File: src/rtl/bist_response_analyzer_if.sv
// Handshake and result bus between the BIST session driver and the response analyzer.
interface bist_response_analyzer_if #(
    parameter int unsigned WIDTH = 8,
    parameter int unsigned CNT_W = 8
);
    logic             start;
    logic [WIDTH-1:0] golden_sig;
    logic             resp_valid;
    logic [WIDTH-1:0] resp_data;
    logic [WIDTH-1:0] ref_data;
    logic             next_pattern;
    logic             busy;
    logic             done;
    logic             pass;
    logic             sig_match;
    logic [WIDTH-1:0] sig_out;
    logic [CNT_W-1:0] mismatch_cnt;
    logic [CNT_W-1:0] first_fail_idx;

    // Session driver side
    modport master (
        output start, golden_sig, resp_valid, resp_data, ref_data,
        input  next_pattern, busy, done, pass, sig_match, sig_out,
               mismatch_cnt, first_fail_idx
    );

    // Analyzer side
    modport slave (
        input  start, golden_sig, resp_valid, resp_data, ref_data,
        output next_pattern, busy, done, pass, sig_match, sig_out,
               mismatch_cnt, first_fail_idx
    );
endinterface

File: src/rtl/bist_response_analyzer.sv
// Output-response analyzer and session controller for the ALU BIST loop:
// compares each ALU response with the reference, compacts responses into a
// MISR signature and reports pass/fail against a golden signature.
module bist_response_analyzer #(
    parameter int unsigned       WIDTH         = 8,
    parameter int unsigned       PATTERN_COUNT = 255,
    parameter int unsigned       CNT_W         = 8,
    parameter logic [WIDTH-1:0]  MISR_POLY     = WIDTH'(8'h1D),
    parameter logic [WIDTH-1:0]  MISR_SEED     = WIDTH'(8'h00)
) (
    input  logic                     clk,
    input  logic                     rst,
    bist_response_analyzer_if.slave  bus
);

    localparam logic [CNT_W-1:0] LAST_IDX  = CNT_W'(PATTERN_COUNT - 1);
    localparam logic [CNT_W-1:0] NO_FAIL   = {CNT_W{1'b1}};
    localparam logic [CNT_W-1:0] CNT_ONE   = CNT_W'(1);

    typedef enum logic [1:0] {
        S_IDLE    = 2'd0,
        S_RUN     = 2'd1,
        S_COMPARE = 2'd2,
        S_DONE    = 2'd3
    } state_e;

    state_e           state_q, state_d;
    logic [WIDTH-1:0] sig_q, sig_d;
    logic [WIDTH-1:0] golden_q, golden_d;
    logic [CNT_W-1:0] cnt_q, cnt_d;
    logic [CNT_W-1:0] mm_q, mm_d;
    logic [CNT_W-1:0] ffi_q, ffi_d;
    logic             sig_match_q, sig_match_d;
    logic             pass_q, pass_d;
    logic             np_q, np_d;
    logic             busy_q, busy_d;
    logic             done_q, done_d;

    logic             xfer_c;
    logic             miscompare_c;
    logic [WIDTH-1:0] misr_next_c;

    // A response is consumed only while the analyzer is requesting patterns
    assign xfer_c       = np_q && bus.resp_valid;
    assign miscompare_c = (bus.resp_data != bus.ref_data);

    // Next MISR value: shift, fold the feedback polynomial, inject the response
    always_comb begin
        misr_next_c = {sig_q[WIDTH-2:0], 1'b0} ^ bus.resp_data;
        if (sig_q[WIDTH-1]) begin
            misr_next_c = misr_next_c ^ MISR_POLY;
        end
    end

    // Session FSM next-state, datapath updates and registered-output decode
    always_comb begin
        state_d     = state_q;
        sig_d       = sig_q;
        golden_d    = golden_q;
        cnt_d       = cnt_q;
        mm_d        = mm_q;
        ffi_d       = ffi_q;
        sig_match_d = sig_match_q;
        pass_d      = pass_q;

        unique case (state_q)
            S_IDLE, S_DONE: begin
                if (bus.start) begin
                    state_d     = S_RUN;
                    sig_d       = MISR_SEED;
                    golden_d    = bus.golden_sig;
                    cnt_d       = '0;
                    mm_d        = '0;
                    ffi_d       = NO_FAIL;
                    sig_match_d = 1'b0;
                    pass_d      = 1'b0;
                end
            end
            S_RUN: begin
                if (xfer_c) begin
                    sig_d = misr_next_c;
                    cnt_d = cnt_q + CNT_ONE;
                    if (miscompare_c) begin
                        if (mm_q != NO_FAIL) begin
                            mm_d = mm_q + CNT_ONE;
                        end
                        if (ffi_q == NO_FAIL) begin
                            ffi_d = cnt_q;
                        end
                    end
                    if (cnt_q == LAST_IDX) begin
                        state_d = S_COMPARE;
                    end
                end
            end
            S_COMPARE: begin
                sig_match_d = (sig_q == golden_q);
                pass_d      = (sig_q == golden_q) && (mm_q == '0);
                state_d     = S_DONE;
            end
            default: begin
                state_d = S_IDLE;
            end
        endcase

        np_d   = (state_d == S_RUN);
        busy_d = (state_d == S_RUN) || (state_d == S_COMPARE);
        done_d = (state_d == S_DONE);
    end

    // State and datapath registers
    always_ff @(posedge clk or negedge rst) begin
        if (!rst) begin
            state_q     <= S_IDLE;
            sig_q       <= MISR_SEED;
            golden_q    <= '0;
            cnt_q       <= '0;
            mm_q        <= '0;
            ffi_q       <= NO_FAIL;
            sig_match_q <= 1'b0;
            pass_q      <= 1'b0;
            np_q        <= 1'b0;
            busy_q      <= 1'b0;
            done_q      <= 1'b0;
        end else begin
            state_q     <= state_d;
            sig_q       <= sig_d;
            golden_q    <= golden_d;
            cnt_q       <= cnt_d;
            mm_q        <= mm_d;
            ffi_q       <= ffi_d;
            sig_match_q <= sig_match_d;
            pass_q      <= pass_d;
            np_q        <= np_d;
            busy_q      <= busy_d;
            done_q      <= done_d;
        end
    end

    assign bus.next_pattern   = np_q;
    assign bus.busy           = busy_q;
    assign bus.done           = done_q;
    assign bus.pass           = pass_q;
    assign bus.sig_match      = sig_match_q;
    assign bus.sig_out        = sig_q;
    assign bus.mismatch_cnt   = mm_q;
    assign bus.first_fail_idx = ffi_q;

endmodule

File: src/flat_wrapper.sv
// flat-port wrapper written by rule: the top's interface ports become plain ports
module bist_response_analyzer_flat 
#(
    parameter int unsigned       WIDTH         = 8,
    parameter int unsigned       PATTERN_COUNT = 255,
    parameter int unsigned       CNT_W         = 8,
    parameter logic [WIDTH-1:0]  MISR_POLY     = WIDTH'(8'h1D),
    parameter logic [WIDTH-1:0]  MISR_SEED     = WIDTH'(8'h00)
)
  (clk, rst, bus_start, bus_golden_sig, bus_resp_valid, bus_resp_data, bus_ref_data, bus_next_pattern, bus_busy, bus_done, bus_pass, bus_sig_match, bus_sig_out, bus_mismatch_cnt, bus_first_fail_idx);
  bist_response_analyzer_if #(.WIDTH(WIDTH), .CNT_W(CNT_W)) bus_i ();
  input  logic clk;
  input  logic rst;
  input wire logic [$bits(bus_i.start)-1:0] bus_start;
  input wire logic [$bits(bus_i.golden_sig)-1:0] bus_golden_sig;
  input wire logic [$bits(bus_i.resp_valid)-1:0] bus_resp_valid;
  input wire logic [$bits(bus_i.resp_data)-1:0] bus_resp_data;
  input wire logic [$bits(bus_i.ref_data)-1:0] bus_ref_data;
  output wire logic [$bits(bus_i.next_pattern)-1:0] bus_next_pattern;
  output wire logic [$bits(bus_i.busy)-1:0] bus_busy;
  output wire logic [$bits(bus_i.done)-1:0] bus_done;
  output wire logic [$bits(bus_i.pass)-1:0] bus_pass;
  output wire logic [$bits(bus_i.sig_match)-1:0] bus_sig_match;
  output wire logic [$bits(bus_i.sig_out)-1:0] bus_sig_out;
  output wire logic [$bits(bus_i.mismatch_cnt)-1:0] bus_mismatch_cnt;
  output wire logic [$bits(bus_i.first_fail_idx)-1:0] bus_first_fail_idx;
  assign bus_i.start = bus_start;
  assign bus_i.golden_sig = bus_golden_sig;
  assign bus_i.resp_valid = bus_resp_valid;
  assign bus_i.resp_data = bus_resp_data;
  assign bus_i.ref_data = bus_ref_data;
  assign bus_next_pattern = bus_i.next_pattern;
  assign bus_busy = bus_i.busy;
  assign bus_done = bus_i.done;
  assign bus_pass = bus_i.pass;
  assign bus_sig_match = bus_i.sig_match;
  assign bus_sig_out = bus_i.sig_out;
  assign bus_mismatch_cnt = bus_i.mismatch_cnt;
  assign bus_first_fail_idx = bus_i.first_fail_idx;
  bist_response_analyzer #(.WIDTH(WIDTH), .PATTERN_COUNT(PATTERN_COUNT), .CNT_W(CNT_W), .MISR_POLY(MISR_POLY), .MISR_SEED(MISR_SEED)) u_core (.clk(clk), .rst(rst), .bus(bus_i));
endmodule
File: config.mk
export PLATFORM = sky130hd
export DESIGN_NAME = bist_response_analyzer_flat
export DESIGN_NICKNAME = d
export VERILOG_FILES = /design/src/rtl/bist_response_analyzer_if.sv /design/src/rtl/bist_response_analyzer.sv /design/src/flat_wrapper.sv
export SDC_FILE = /design/constraint.sdc
export NUM_CORES = 1
export LEC_CHECK = 0
export BUFFER_PORTS_ARGS = -buffer_cell sky130_fd_sc_hd__buf_2
export CAP_MARGIN = 0
export CORE_AREA = 2 2 71 73
export CTS_CLUSTER_SIZE = 40
export DETAILED_ROUTE_END_ITERATION = 10
export DIE_AREA = 0 0 73 75
export GPL_TIMING_DRIVEN = 1
export PLACE_DENSITY = 0.79
export SYNTH_ARGS = -nofsm -noshare
export SYNTH_HDL_FRONTEND = slang
export SYNTH_SLANG_ARGS = --single-unit
File: constraint.sdc
create_clock -name clk -period 2.4 [get_ports clk]
set_input_delay 0.36 -clock clk [delete_from_list [all_inputs] [get_ports clk]]
set_output_delay 0.36 -clock clk [all_outputs]
set_load 0.05 [all_outputs]
Yosys cells after proc, flatten, opt, wreduce, memory -nomap -nowiden
Cells that the tools add are included.

storage, ports and cells
  bits in registers = 47
  word-level logic and storage cells = 66
  output and inout port bits = 29

cells by class
  $add $sub $neg = 2
  equality and inequality tests = 16
  bitwise operators = 2
  mux-type cells = 22
  reduce and logical (&&, ||, !) cells = 13

operators with widths
  cell                 number
  $mux 8               10
  $pmux 8 s2           4
  $add 8x1->8 const B  2
  $eq 8x8->1 const B   2
  $reduce_and 5->1     2
  $eq 2x2->1 const B   4
  $eq 8x8->1           1
  $logic_not 8->1      1
  $ne 2x1->1 const B   4
  $ne 8x8->1           1
  $ne 8x8->1 const B   1
  $xor 8x8->8          1
  $mux 2               3
  $pmux 2 s3           1
  $mux 5               1
  $eq 2x1->1 const B   2
  $not 4->4            1
  $pmux 1 s2           2
  $reduce_and 2->1     2
  $reduce_bool 2->1    2
  $reduce_and 3->1     1
  $logic_and 1x1->1    2
  $logic_not 2->1      1
  $ne 2x2->1 const B   1
  3 further kinds      3

Longest topological paths before layout
Gate-level depths: netlist (run 1).

  depth in word-level cells = 6
  depth in mapped cells = 9
  depth with buffers taken out = 8

Least setup slack after synthesis (run 1)
No wires, ideal clock.

  kind = register to register
  start = register u_core.mm_q[0] (netlist: u_core.bus.mismatch_cnt[0])
  end = register u_core.mm_q[3] (netlist: u_core.bus.mismatch_cnt[3])
  setup slack = 0.242 ns
  buffers on the path = 0
  required time = 2.322 ns
  cell stages (with the launch flop) = 7
  period minus slack after synthesis = 2.158 ns
  setup time = 0.078 ns
  arrival time = 2.079 ns
  path through = dfrtp_1 -> ha_1 -> and3_1 -> a211oi_2 -> nor2_2 -> or4_1 -> a21oi_1

between the ends
  word-level cells in the longest chain between the ends = 5

RTL lines
  element                 RTL line                       text
  from (decl)             bist_response_analyzer.sv:31   logic [CNT_W-1:0] mm_q, mm_d;
  from (signal assigned)  bist_response_analyzer.sv:130  mm_q <= mm_d;
  $add 8x1->8             bist_response_analyzer.sv:85   mm_d = mm_q + CNT_ONE;
  $mux 8                  bist_response_analyzer.sv:84   if (mm_q != NO_FAIL) begin
  $mux 8                  bist_response_analyzer.sv:83   if (miscompare_c) begin
  $mux 8                  bist_response_analyzer.sv:80   if (xfer_c) begin
  $pmux 8 s2              bist_response_analyzer.sv:66   unique case (state_q)

Parallel ways exist; a longest one is shown, timed or not. The select of a mux whose other input is x is not followed.
A chain may end at the register's enable or synchronous reset.

Final worst setup path (run 1)
  start = register u_core.state_q[1]
  end = register u_core.mm_q[7] (netlist: u_core.bus.mismatch_cnt[7])

between the ends
  word-level cells in the longest chain between the ends = 4

RTL lines
  element                                                           RTL line                       text
  from (decl)                                                       bist_response_analyzer.sv:27   state_e state_q, state_d;
  from (signal assigned)                                            bist_response_analyzer.sv:126  state_q <= state_d;
  $eq 2x2->1 / $logic_not 2->1 (equally long branches)              bist_response_analyzer.sv:66
  $reduce_or 2->1                                                   bist_response_analyzer.sv:66
  $ne 2x2->1 (no line) / $reduce_bool 2->1 (equally long branches)  n/a
  $reduce_and 5->1 (no line)                                        n/a

Parallel ways exist; a longest one is shown, timed or not.

==> results by group, run 1 <==
Critical path
  – Worst EP arrival: 2400 ps
  – CP max stage delay: 510 ps
  – CP cell instances: inv_1 > ha_1 > buf_4 > mux2i_1 > a211oi_2 > nor2_2 > or4_1 > a21oi_1
  – Crit-path leading delay family: simple AND/OR/NAND/NOR gates
  – Endpoint class of the critical path: register
  – Slowest CP cell: or4_1
  – Kind of critical path: register to register
  – Worst setup SP type: register
  – CP required: 2630 ps
  – WP buf/inv: 2
  – Worst-path fanout max: 13

Clock network
  – CTS Root Cell: clkbuf_8
  – Num CTS Buffers: 5
  – Clock transition at path regs: 90 ps
  – H-tree depth: 2
  – Sink Count: 47
  – CTS tree: done
  – Clock Latency Late Sink: 310 ps
  – Clock Tree Buf Depth: 2

Place
  – Final GP Congestion: 0.8547
  – DP Cell Count: 348
  – I/O Buffers: 56
  – Dpl cell area: 2868 µm²
  – Dpl hpwl: 3.829 mm

Yosys
  – Main synth FF type: dfrtp_1
  – Post-synthesis cell type count: 36
  – Asr flop ratio synth: 1.000
  – Most instantiated library cell after synthesis: dfrtp_1
  – #FFs+latches synth: 47
  – Cells after synthesis: 238
  – Synth top cells by count: dfrtp_1 (39), nand2_1 (20), o21ai_0 (17), xor2_1 (17), xnor2_1 (16)
  – Post-Synth Adder-Cell Area: 0.04010
  – Area share of the leading cell type in the synthesized netlist: 0.3910
  – Syn_nets: 274
  – EDFF count, synth: 0
  – Register area share after synthesis: 0.4752
  – Syn Area/Cell: 10.49 µm²
  – Simple-gate portion of the synthesized area: 0.1654
  – Post-synthesis mux area share: 0.09223
  – Largest family of logic cells by synthesized area: simple AND/OR/NAND/NOR gates
  – Warnings from Yosys: 0
  – Post-Syn Area: 2496 µm²
  – Yosys top cell by area: dfrtp_1
  – Synth top area cells: dfrtp_1 (39%), dfstp_2 (8.4%), xor2_1 (6.0%)
  – Post-synthesis compound-gate area fraction: 0.08020
  – Synth Area in XOR/XNOR: 0.1158

Timing
  – Worst-Margin Slew: 906.6 ps
  – Fin crit period: 2174 ps
  – Final worst-path cycle share: 0.9058
  – Slew Limit Fails: 0
  – Setup TNS: 0 ps
  – RSZ-0062 raised after global routing: no
  – Final setup viols: 0
  – Final hold viol count: 0
  – Max-slew headroom: 0.3956
  – Worst Skew: 11.81 ps
  – Max Fclk: 460.0 MHz

Cells and area
  – Register area: 1186 µm²
  – Layout Utilization: 0.6397
  – ANT cells: 0
  – Area Growth Syn to Fin: 19.45%
  – Fin area: 2982 µm²
  – Share of cells above drive strength 1: 0.3146
  – Finished Layout Cells: 356
  – Multi-input gate area: 1236 µm²
  – Fillcell total: 392
  – NumNets Final: 337

Global route
  – Initial antenna violation count: 0
  – Gr ovfl total: 0
  – Vias in the first global route: 1788
  – Total global-route track usage: 0.2087
  – Largest net degree at the start of global routing: 43
  – First-pass GRT wire length: 8.590 mm

Floorplanning
  – Total die area: 5475 µm²
  – Initial Util: 0.5356
  – I/O Pins: 57
  – Rows: 25
  – Core footprint: 4661 µm²
  – Die W: 73 µm
  – Die H: 75 µm

Run status
  – Status: completed

Detailed routing
  – Vias: 1945
  – Detailed Route WL: 5.155 mm
  – Routed vias/inst: 5.463
  – Routed len/inst: 14.48 µm
  – DR DRC count: 0
  – Initial DRC Count: 139
  – Pre-antenna DRT Iters: 4
  – Final ANT Viol Nets: 0

Power and ir drop
  – Total Power: 0.003815 W
  – VDD IR max: 0.7279 mV
  – PD cells: 1279 nW/µm²
  – Static Leak: 1.440 nW

Hold path
  – HP Class: primary input to async pin

Job
  – Max cap viols: 0
path summary, 6_finish.rpt:
path	startpoint	to	slack, ps	cells after the start
hold / removal	rst	u_core.bus.mismatch_cnt[6]	180	1
setup reg to reg	u_core.state_q[1]	u_core.bus.mismatch_cnt[7]	230	8
setup / recovery	u_core.state_q[1]	u_core.bus.mismatch_cnt[7]	230	8
max in group asynchronous	rst	u_core.bus.first_fail_idx[1]	1530	2
min in group clk	bus_golden_sig[2]	u_core.golden_q[2]	270	2
hold reg to reg	u_core.bus.sig_match	u_core.bus.sig_match	500	2
where the power goes:
part | total (W) | internal (W) | switching (W)
logic | 0.00188 | 0.000637 | 0.00124
registers | 0.00136 | 0.00111 | 0.000248
clock network | 0.000583 | 0.000311 | 0.000272
total | 0.00381 | 0.00206 | 0.00176
sequential cells by signal (all words and copies together) (netlist names), 2 cells and up:
name,count
u_core.bus.first_fail_idx,8
u_core.bus.mismatch_cnt,8
u_core.bus.sig_out,8
u_core.cnt_q,8
u_core.golden_q,8
u_core.state_q,2
cell usage in the layout (no fill, tap or decap), types with 2 or more instances in the layout:
cell type / count
buf_2: 56
dfrtp_1: 39
nand2_1: 20
o21ai_0: 17
xor2_1: 17
xnor2_1: 16
nand4_1: 10
inv_1: 9
nand3_1: 9
nor2_1: 9
buf_4: 9
a21oi_1: 8
mux2_2: 8
mux2_1: 8
ha_1: 8
dfstp_2: 8
nand2b_1: 7
mux2i_1: 5
clkbuf_8: 5
o31ai_1: 4
or4_1: 4
and3_1: 3
nor2_2: 3
nor3_1: 3
and4_1: 2
nor4_1: 2
cells by family (layout without fill, tap and decap cells):
group                    count (synthesis)  in the layout
buffers and inverters                   18             82
XOR/XNOR                                33             33
AO/OA/AOI/OAI                           34             34
flip-flops                              47             47
AND/OR/NAND/NOR                         77             77
multiplexers                            21             21
adder cells (fa/ha/maj)                  8              8
metrics by stage:
step	setup slack, ps	hold slack, ps
2_1_floorplan	242.5	64.41
3_3_place_gp	355.6	468.5
3_5_place_dp	242.3	465.5
4_1_cts	194.7	221.2
5_1_grt	82.68	271.8
6_report	226.0	183.1
final cells by class:
class,instances,share of cell area
multi-input cells,173,0.4146
flip-flops and latches,47,0.3978
repair buffers,65,0.1167
clock buffers,6,0.02434
well taps,54,0.02266
clock inverters,2,0.01259
inverters,9,0.01133
worst reg2reg max path, stage by stage, from the launching register on:
cell and delay, ps:
dfrtp_1 410, inv_1 60, ha_1 180, buf_4 200, mux2i_1 130, a211oi_2 330
nor2_2 120, or4_1 510, a21oi_1 150
layer usage:
metal / part of all wire / up-vias / track usage
li1: - / 952 / -
met1: 0.44 / 925 / 0.2775
met2: 0.48 / 58 / 0.3363
met3: 0.055 / 10 / 0.03882
met4: 0.021 / 0 / 0.09053
met5: 0 / - / 0
what timing repair did:
action,4_1_cts,5_1_grt
buffers inserted,0,0
endpoints found under the setup margin,0,1
resized for setup,0,1
hold buffers,0,0
endpoints found under the hold margin,0,0
(Power assumes the default switching activity.)
==> run 2: changes to the inputs <==
BUFFER_PORTS_ARGS = -buffer_cell sky130_fd_sc_hd__buf_4   (was -buffer_cell sky130_fd_sc_hd__buf_2)
==> run 2 against run 1 <==
Die area unchanged. Clock skew shrank 7.4 ps. Core utilization grew 2.8 points. Critical endpoint is now u_core.bus.mismatch_cnt[3]. Count of clock-buffer cells in the layout stayed put. Highest routed layer unchanged. Sequential power hardly changed. Wire length rose by 4.5%.
==> results by group, run 2 (synthesis results as in run 1) <==
Run status
  – Status: completed (unchanged)

Critical path
  – Endpoint class of the critical path: register (unchanged)
  – CP max stage delay: 520 ps (was 510 ps)
  – Kind of critical path: register to register (unchanged)
  – Worst EP arrival: 2420 ps (was 2400 ps)
  – CP required: 2630 ps (about the same)
  – Crit-path leading delay family: simple AND/OR/NAND/NOR gates (unchanged)
  – Slowest CP cell: or4_1 (unchanged)
  – R2r worst-path depth: 8 (unchanged)
  – CP cell instances: inv_1 > ha_1 > buf_4 > mux2i_1 > a211oi_2 > nor2_2 > or4_1 > a21oi_1 (unchanged)
  – Critical Path Stages: 8 (unchanged)
  – Worst setup SP type: register (unchanged)
  – Worst-path fanout max: 11 (was 13)
  – WP buf/inv: 2 (unchanged)

Floorplanning
  – I/O Pins: 57 (unchanged)
  – Core footprint: 4661 µm² (unchanged)
  – Die H: 75 µm (unchanged)
  – Initial Util: 0.5356 (unchanged)
  – Rows: 25 (unchanged)
  – Die W: 73 µm (unchanged)
  – Total die area: 5475 µm² (unchanged)

Timing
  – Final hold viol count: 0 (unchanged)
  – Worst Skew: 4.368 ps (was 11.81 ps)
  – Worst-Margin Slew: 701.9 ps (was 906.6 ps)
  – Final Hold Slack: 59.66 ps (was 183.1 ps)
  – Max-slew headroom: 0.5311 (was 0.3956)
  – Final setup viols: 0 (unchanged)
  – Setup TNS: 0 ps (unchanged)
  – RSZ-0062 raised after global routing: no (unchanged)
  – Max Fclk: 456.3 MHz (was 460.0 MHz)
  – Slew Limit Fails: 0 (unchanged)
  – Final worst-path cycle share: 0.9132 (was 0.9058)
  – Fin crit period: 2192 ps (was 2174 ps)

Place
  – DP Cell Count: 346 (was 348)
  – Dpl hpwl: 3.878 mm (was 3.829 mm)
  – I/O Buffers: 56 (unchanged)
  – Final GP Congestion: 0.8582 (was 0.8547)

Power and ir drop
  – Total Power: 0.003966 W (was 0.003815 W)
  – VDD IR max: 0.7788 mV (was 0.7279 mV)
  – Static Leak: 1.475 nW (was 1.440 nW)
  – PD cells: 1273 nW/µm² (was 1279 nW/µm²)

Detailed routing
  – Initial DRC Count: 174 (was 139)
  – Routed len/inst: 15.21 µm (was 14.48 µm)
  – DR DRC count: 0 (unchanged)
  – Routed vias/inst: 5.568 (was 5.463)
  – Pre-antenna DRT Iters: 4 (unchanged)
  – Vias: 1971 (was 1945)
  – Final ANT Viol Nets: 0 (unchanged)
  – Detailed Route WL: 5.386 mm (was 5.155 mm)

Clock network
  – Sink Count: 47 (unchanged)
  – Clock transition at path regs: 90 ps (about the same)
  – Num CTS Buffers: 5 (unchanged)
  – CTS Root Cell: clkbuf_8 (unchanged)
  – CTS tree: done (unchanged)
  – Clock Tree Buf Depth: 2 (unchanged)
  – Hold_buf cts: 0 (unchanged)
  – Post-cts sizing count: 0 (unchanged)
  – Clock Latency Late Sink: 300 ps (was 310 ps)
  – Number of post-CTS setup repair buffers: 0 (unchanged)
  – H-tree depth: 2 (unchanged)

Cells and area
  – Finished Layout Cells: 354 (was 356)
  – Share of cells above drive strength 1: 0.3100 (was 0.3146)
  – Area Growth Syn to Fin: 24.76% (was 19.45%)
  – ANT cells: 0 (unchanged)
  – Most frequent cells in the layout: buf_4 (63), dfrtp_1 (39), nand2_1 (20), o21ai_0 (17), xor2_1 (17) (was buf_2 (56), dfrtp_1 (39), nand2_1 (20), o21ai_0 (17), xor2_1 (17))
  – NumNets Final: 335 (was 337)
  – Most common cell after layout, fill and taps aside: buf_4 (was buf_2)

Job
  – Max cap viols: 0 (unchanged)

Hold path
  – HP Class: primary input to async pin (unchanged)

Global route
  – Largest net degree at the start of global routing: 48 (was 43)
  – Vias in the first global route: 1974 (was 1788)
  – First-pass GRT wire length: 9.018 mm (was 8.590 mm)
  – Total global-route track usage: 0.2168 (was 0.2087)
  – Gr ovfl total: 0 (unchanged)
  – Initial antenna violation count: 0 (unchanged)
[run 2: path summary, 6_finish.rpt]
check / startpoint / endpoint / slack, ps
setup / recovery: u_core.state_q[1] / u_core.bus.mismatch_cnt[3] / 210
hold / removal: rst / u_core.bus.mismatch_cnt[4] / 60
hold reg to reg: u_core.bus.sig_match / u_core.bus.sig_match / 510
setup reg to reg: u_core.state_q[1] / u_core.bus.mismatch_cnt[3] / 210
max in group asynchronous: rst / u_core.state_q[0] / 1950
min in group clk: bus_golden_sig[7] / u_core.golden_q[7] / 280
[run 2: report_power, final]
group | internal, W | switching (W) | leakage [nW]
Clock | 0.000343 | 0.000286 | 0.0618
Sequential | 0.00111 | 0.000254 | 0.591
Combinational | 0.000733 | 0.00124 | 0.822
Total | 0.00218 | 0.00178 | 1.47
[run 2: area by class of cell]
cell class | instances | area (µm²)
fillers | 374 | 1546
multi-input cells | 173 | 1232
flip-flops and latches | 47 | 1186
repair buffers | 63 | 473.0
clock buffers | 6 | 82.58
well taps | 54 | 67.56
clock inverters | 2 | 38.79
inverters | 9 | 33.78
[run 2: per-layer routing]
metal	vias to the layer above	global-route usage	share of wire	wire length (µm)
met3	6	0.04685	0.053	287
met5	-	0	0	0
met1	949	0.2756	0.42	2276
met4	0	0.07407	0.011	61
met2	67	0.3684	0.51	2760
li1	949	-	-	-
[run 2: stage by stage]
stage | utilization | setup WS, ps | area, µm²
after floorplan | - | 242.5 | 2496
after global placement | 0.6421 | 342.2 | 2993
after detailed placement | 0.6421 | 236.2 | 2993
after CTS | 0.6682 | 209.1 | 3114
after global routing | 0.6682 | 67.47 | 3114
final | 0.6682 | 208.3 | 3114
[run 2: worst reg2reg max path, stage by stage (launching register included)]
cell and delay (ps):
dfrtp_1 410, inv_1 60, ha_1 200, buf_4 200, mux2i_1 130, a211oi_2 330
nor2_2 120, or4_1 520, a21oi_1 150
